<file path="src/rtl/buscador_binario.sv">
// ---------------------------------------------------------------------------
// buscador_binario
// Successive-approximation search controller for a WIDTH-bit magnitude
// comparator. Operand A of the comparator holds an unknown value. This block
// drives operand B (guess) and the comparator enable (cmp_on). It reads back
// the equal/less/greater flags and narrows a [lo, hi] window until the
// comparator reports equality. It flags any comparator response that is
// inconsistent with the current window.
//
// Parameters:
//   WIDTH        operand width; must match the comparator A/B width.
//
// Ports:
//   clk          rising-edge clock
//   rst          synchronous, active-high reset (has priority over start)
//   start        begin a search; sampled only in IDLE
//   cmp_equal    comparator A_equal_B   (hidden == guess)
//   cmp_less     comparator A_less_B    (hidden <  guess)
//   cmp_greater  comparator A_greater_B (hidden >  guess)
//   guess        drives comparator B
//   cmp_on       drives comparator turnON
//   busy         high from start acceptance through the DONE cycle
//   done         one-cycle completion pulse
//   found        recovered value; valid from done until the next start
//   error        search failed; held until the next accepted start
//   steps        number of probes used by the last search
//
// Configuration macro:
//   BUSCADOR_SETTLE_EN  when defined, every probe is preceded by a SETTLE
//                       cycle. In that cycle guess and cmp_on are driven but
//                       the flags are ignored, which suits registered
//                       comparators. steps still counts probes.
// ---------------------------------------------------------------------------
module buscador_binario #(
    parameter int WIDTH = 2
) (
    input  logic             clk,
    input  logic             rst,
    input  logic             start,
    input  logic             cmp_equal,
    input  logic             cmp_less,
    input  logic             cmp_greater,
    output logic [WIDTH-1:0] guess,
    output logic             cmp_on,
    output logic             busy,
    output logic             done,
    output logic [WIDTH-1:0] found,
    output logic             error,
    output logic [WIDTH:0]   steps
);

    typedef enum logic [1:0] {
        S_IDLE,
        S_PROBE,
        S_DONE
`ifdef BUSCADOR_SETTLE_EN
        ,
        S_SETTLE
`endif
    } state_t;

    // State that begins each probe: a settle cycle first, when enabled.
`ifdef BUSCADOR_SETTLE_EN
    localparam state_t PROBE_ENTRY = S_SETTLE;
`else
    localparam state_t PROBE_ENTRY = S_PROBE;
`endif

    localparam logic [WIDTH-1:0] MAX_VAL = '1;

    state_t           state;
    logic [WIDTH-1:0] lo;
    logic [WIDTH-1:0] hi;

    // Midpoints are summed one bit wider so that hi = MAX_VAL cannot wrap.
    logic [WIDTH:0]   up_sum;
    logic [WIDTH:0]   dn_sum;
    logic [WIDTH-1:0] up_mid;
    logic [WIDTH-1:0] dn_mid;

    assign up_sum = {1'b0, guess} + {1'b0, hi} + (WIDTH+1)'(1);
    assign dn_sum = {1'b0, lo} + {1'b0, guess} - (WIDTH+1)'(1);
    assign up_mid = WIDTH'(up_sum >> 1);
    assign dn_mid = WIDTH'(dn_sum >> 1);

    // Decode the comparator response for the current probe. Exactly one flag
    // is legal. A legal move that would step outside the window means the
    // comparator contradicts an earlier answer, so it counts as an error too.
    logic probe_hit;
    logic probe_up;
    logic probe_dn;
    logic probe_fail;

    // NOTE: every combinational output gets a default first, so no path
    // leaves it unassigned and no latch is inferred.
    always_comb begin
        probe_hit  = 1'b0;
        probe_up   = 1'b0;
        probe_dn   = 1'b0;
        probe_fail = 1'b0;
        unique case ({cmp_equal, cmp_less, cmp_greater})
            3'b100:  probe_hit = 1'b1;
            3'b001:  if (guess == hi) probe_fail = 1'b1; else probe_up = 1'b1;
            3'b010:  if (guess == lo) probe_fail = 1'b1; else probe_dn = 1'b1;
            default: probe_fail = 1'b1;
        endcase
    end

    // NOTE: state registers use non-blocking assignments, so every right-hand
    // side reads the value from before this edge.
    always_ff @(posedge clk) begin
        // NOTE: reset is synchronous, so it is tested inside the clocked block
        // and takes effect only on a rising edge.
        if (rst) begin
            state  <= S_IDLE;
            lo     <= '0;
            hi     <= '0;
            guess  <= '0;
            cmp_on <= 1'b0;
            busy   <= 1'b0;
            done   <= 1'b0;
            found  <= '0;
            error  <= 1'b0;
            steps  <= '0;
        end else begin
            unique case (state)
                S_IDLE: begin
                    done <= 1'b0;
                    busy <= 1'b0;
                    if (start) begin
                        lo     <= '0;
                        hi     <= MAX_VAL;
                        guess  <= MAX_VAL >> 1;
                        steps  <= '0;
                        error  <= 1'b0;
                        busy   <= 1'b1;
                        cmp_on <= 1'b1;
                        state  <= PROBE_ENTRY;
                    end
                end

`ifdef BUSCADOR_SETTLE_EN
                // guess and cmp_on are already driven; give the comparator
                // a cycle before its flags are trusted.
                S_SETTLE: state <= S_PROBE;
`endif

                S_PROBE: begin
                    steps <= steps + 1'b1;
                    if (probe_up) begin
                        lo    <= guess + 1'b1;
                        guess <= up_mid;
                        state <= PROBE_ENTRY;
                    end else if (probe_dn) begin
                        hi    <= guess - 1'b1;
                        guess <= dn_mid;
                        state <= PROBE_ENTRY;
                    end else begin
                        found  <= probe_hit ? guess : '0;
                        error  <= probe_fail;
                        done   <= 1'b1;
                        cmp_on <= 1'b0;
                        state  <= S_DONE;
                    end
                end

                S_DONE: begin
                    done  <= 1'b0;
                    busy  <= 1'b0;
                    state <= S_IDLE;
                end

                default: state <= S_IDLE;
            endcase
        end
    end

endmodule

</file>
<file path="config.mk">
export PLATFORM = sky130hd
export DESIGN_NAME = buscador_binario
export DESIGN_NICKNAME = d
export VERILOG_FILES = /design/src/rtl/buscador_binario.sv
export SDC_FILE = /design/constraint.sdc
export NUM_CORES = 1
export LEC_CHECK = 0
export CAP_MARGIN = 5
export CORE_MARGIN = 10
export CORE_UTILIZATION = 50
export DETAILED_ROUTE_END_ITERATION = 8
export PLACE_DENSITY = 0.77
export SLEW_MARGIN = 20
export SYNTH_ARGS = -nofsm -noshare
export SYNTH_HDL_FRONTEND = slang
export SYNTH_SLANG_ARGS = --single-unit
</file>
<file path="constraint.sdc">
create_clock -name clk -period 2 [get_ports clk]
set_input_delay 0.6 -clock clk [delete_from_list [all_inputs] [get_ports clk]]
set_output_delay 0.6 -clock clk [all_outputs]
set_load 0.03 [all_outputs]
</file>
==> metrics.yaml <==
placed_cell_area_sq_um: 1190
crit_required_ns: 2.25
cts_sinks: 17
drc_errors: 0
routedWlPerCell_um: 14.6
finalCritPeriodShare_pct: 98.2
placementRows: 15
p_comb_share_pct: 29.2
synth_area_sq_um: 900
clk_latency_ns: 0.29
yosys-top-cells-area: "dfxtp_1 (38%), ha_1 (8.3%), nor2_1 (4.6%), inv_1 (4.2%), nand2b_1 (2.8%)"
r2r-end: "guess[0]"
intPower_w: 0.000542
dieArea_sq_um: 3900
grt_pass1_wl_mm: 4.05
synth_warnings: 0
vias_per_cell: 5.49
p_leak_nw: 0.543
relSlewSlack_pct: 78.1
io-pin-count: 17
cts_tree: "built"
io_buffers: 16
reg2reg_slack_ns: 0.17
dr.pass1.iters: 4
setup-tns-final_ns: 0
ys_types: 36
ir_drop_mv: 0.467
cp-start-kind: "input port"
n_fill_cell: 134
min_to: "error"
synth-main-ff-cell: "dfxtp_1"
dp_slack_ns: -0.315
ctsHoldBuffers: 0
pwr-share-seq_pct: 47.8
avgSynthCellArea_sq_um: 8.73
clk_pin_slew_ns: 0.10
critPathCaptureType: "flop"
reg2reg_from: "guess[0]"
via_count: 878
stdcell_count: 160
core_area_sq_um: 1710
grt_overflow_total: 0
fin_skew_ns: 0.00629
htree_levels: 1
slew_violations: 0
status: "finished clean"
cts_buffers: 3
stdcell_area_sq_um: 1230
dp_hpwl_mm: 1.80
cts_setup_buffers: 0
drt_iter0_drc: 44
start_util_pct: 52.7
power.share.clock_pct: 23.0
fmax_mhz: 509
setup_viol: 0
grt_usage_pct: 12.4
clk_path_buf_depth: 2
routed_wl_mm: 2.33
layout_setup_ws_ns: 0.0357
switchingPower_w: 0.000254
finalHoldViolCount: 0
synth_edf_count: 0
hold_path_depth: 2
areaGrowthSynthToFinish_pct: 37.3
synth_nets: 116
drtAntennaViolNets: 0
multiInputGateArea_sq_um: 509
ys_ff_latch: 17
critPathArrivalTime_ns: 2.21
swShare_pct: 31.9
diodes: 0
crit_path_start: "cmp_less"
drive_gt1_share_pct: 23.0
ff_latch_area_sq_um: 343
synth.top_cell.area_share_pct: 37.8
synth_top_cell_by_area: "dfxtp_1"
synth-seq-area-share_pct: 37.8
min_from: "error"
grt_max_degree: 11
reg2reg_depth: 6
maxCapViolations: 0
powerDensity_nw_per_um2: 645
cts_root_buffer: "clkbuf_4"
tightest_slew_ns: 0.329
gp_congestion: 0.891
worstSetupPathType: "input port to flop"
crit_fanout: 4
grt_pass1_vias: 894
finalNetCount: 149
placed_cells: 156
period_minus_slack_ns: 1.96
antenna_found_initial: 0
netlist_instances: 103
dieWidth_um: 62.4
hp-class: "flop to flop"
die_h_um: 62.4
synthArstFlopShare_pct: 0
cell usage after synthesis, drive strengths merged, types with 3 or more instances:
| master | n |
|---|---|
| a22oi | 3 |
| o21ai | 4 |
| dfxtp | 17 |
| nor2 | 11 |
| ha | 6 |
| nand2 | 5 |
| nand2b | 4 |
| a21oi | 4 |
| nor2b | 3 |
| inv | 10 |
| nor3 | 4 |
| nand3 | 3 |
| a221oi | 3 |
how the worst max path moves through the flow:
stage / end / slack [ns]
2_1_floorplan: guess[0] / 0.04
3_3_place_gp: guess[0] / -0.27
3_5_place_dp: guess[0] / -0.31
4_1_cts: guess[0] / 0.002
5_1_grt: found[1] / -0.003
6_report: found[1] / 0.04
through the flow:
step / utilization (%) / hold WS, ns / total power (W)
6_report: 72.3 / 0.474 / 0.000796
5_1_grt: 72.3 / 0.490 / 0.000841
4_1_cts: 71.1 / 0.473 / 0.000795
3_5_place_dp: 69.6 / 0.458 / 0.000614
3_3_place_gp: 69.6 / 0.455 / 0.000608
2_1_floorplan: - / 0.449 / 0.000514
final cells by class:
cell class / instances / area share (%)
sequential: 17 / 27.8
clock inverter: 1 / 0.405
inverter: 10 / 3.04
clock buffer: 3 / 1.82
tap: 25 / 2.53
multi-input combinational: 72 / 41.2
timing repair buffer: 32 / 23.2
critical path, cell delays in order:
cell and delay, ns:
clkdlybuf4s50_1 0.47, or3b_4 0.39, or2_4 0.26, buf_4 0.15
nand3_1 0.17, a31o_2 0.17
cell usage in the layout, fill, tap and decap left out, types with 2 or more instances in the layout:
cell and instances:
buf_4 16, dfxtp_1 15, clkdlybuf4s50_1 12, nor2_1 11, inv_1 9, ha_1 6
nand2_1 5, nand2b_1 4, a21oi_1 4, nor3_1 4, o21ai_0 3, nor2b_1 3
nand3_1 3, a22oi_1 3, clkbuf_4 3, dlymetal6s2s_1 3, o32ai_1 2, a221oi_1 2
a31oi_1 2, dfxtp_2 2
sequential cells by signal, summed over array words and instances (netlist names):
register,cells
state,2
error,1
found,2
steps,3
busy,1
guess,2
lo,2
cmp_on,1
hi,2
done,1
repair_timing:
action / CTS / global route
gates resized for setup: 1 / 9
gates cloned: 0 / 0
pin swaps: 0 / 2
endpoints found under the setup margin: 1 / 9
metal layers:
metal	global-route usage (%)	share of wire [%]	up-vias
met5	0	0	-
met4	5.31	0.51	0
met3	5.38	6.6	2
met2	18.7	48	24
met1	14.8	45	420
li1	-	-	432
power groups by stage:
| stage | Clock (W) | Sequential [W] | Combinational (W) |
|---|---|---|---|
| after floorplan | 0 | 0.000406 | 0.000108 |
| after global placement | 0 | 0.000387 | 0.000222 |
| after detailed placement | 0 | 0.000387 | 0.000227 |
| after CTS | 0.000188 | 0.000380 | 0.000228 |
| after global routing | 0.000200 | 0.000384 | 0.000257 |
| final | 0.000183 | 0.000381 | 0.000233 |
kinds of logic (layout without fill, tap and decap cells):
group	count (synthesis)	after routing	synth area share (%)
buffers and inverters	14	46	6.82
multiplexers	2	2	2.36
AND/OR/NAND/NOR	35	35	19.6
flip-flops	17	17	37.8
AO/OA/AOI/OAI	26	26	20.9
adder cells (fa/ha/maj)	7	7	10.6
XOR/XNOR	2	2	1.95
Power figures use the tool's default switching activity.
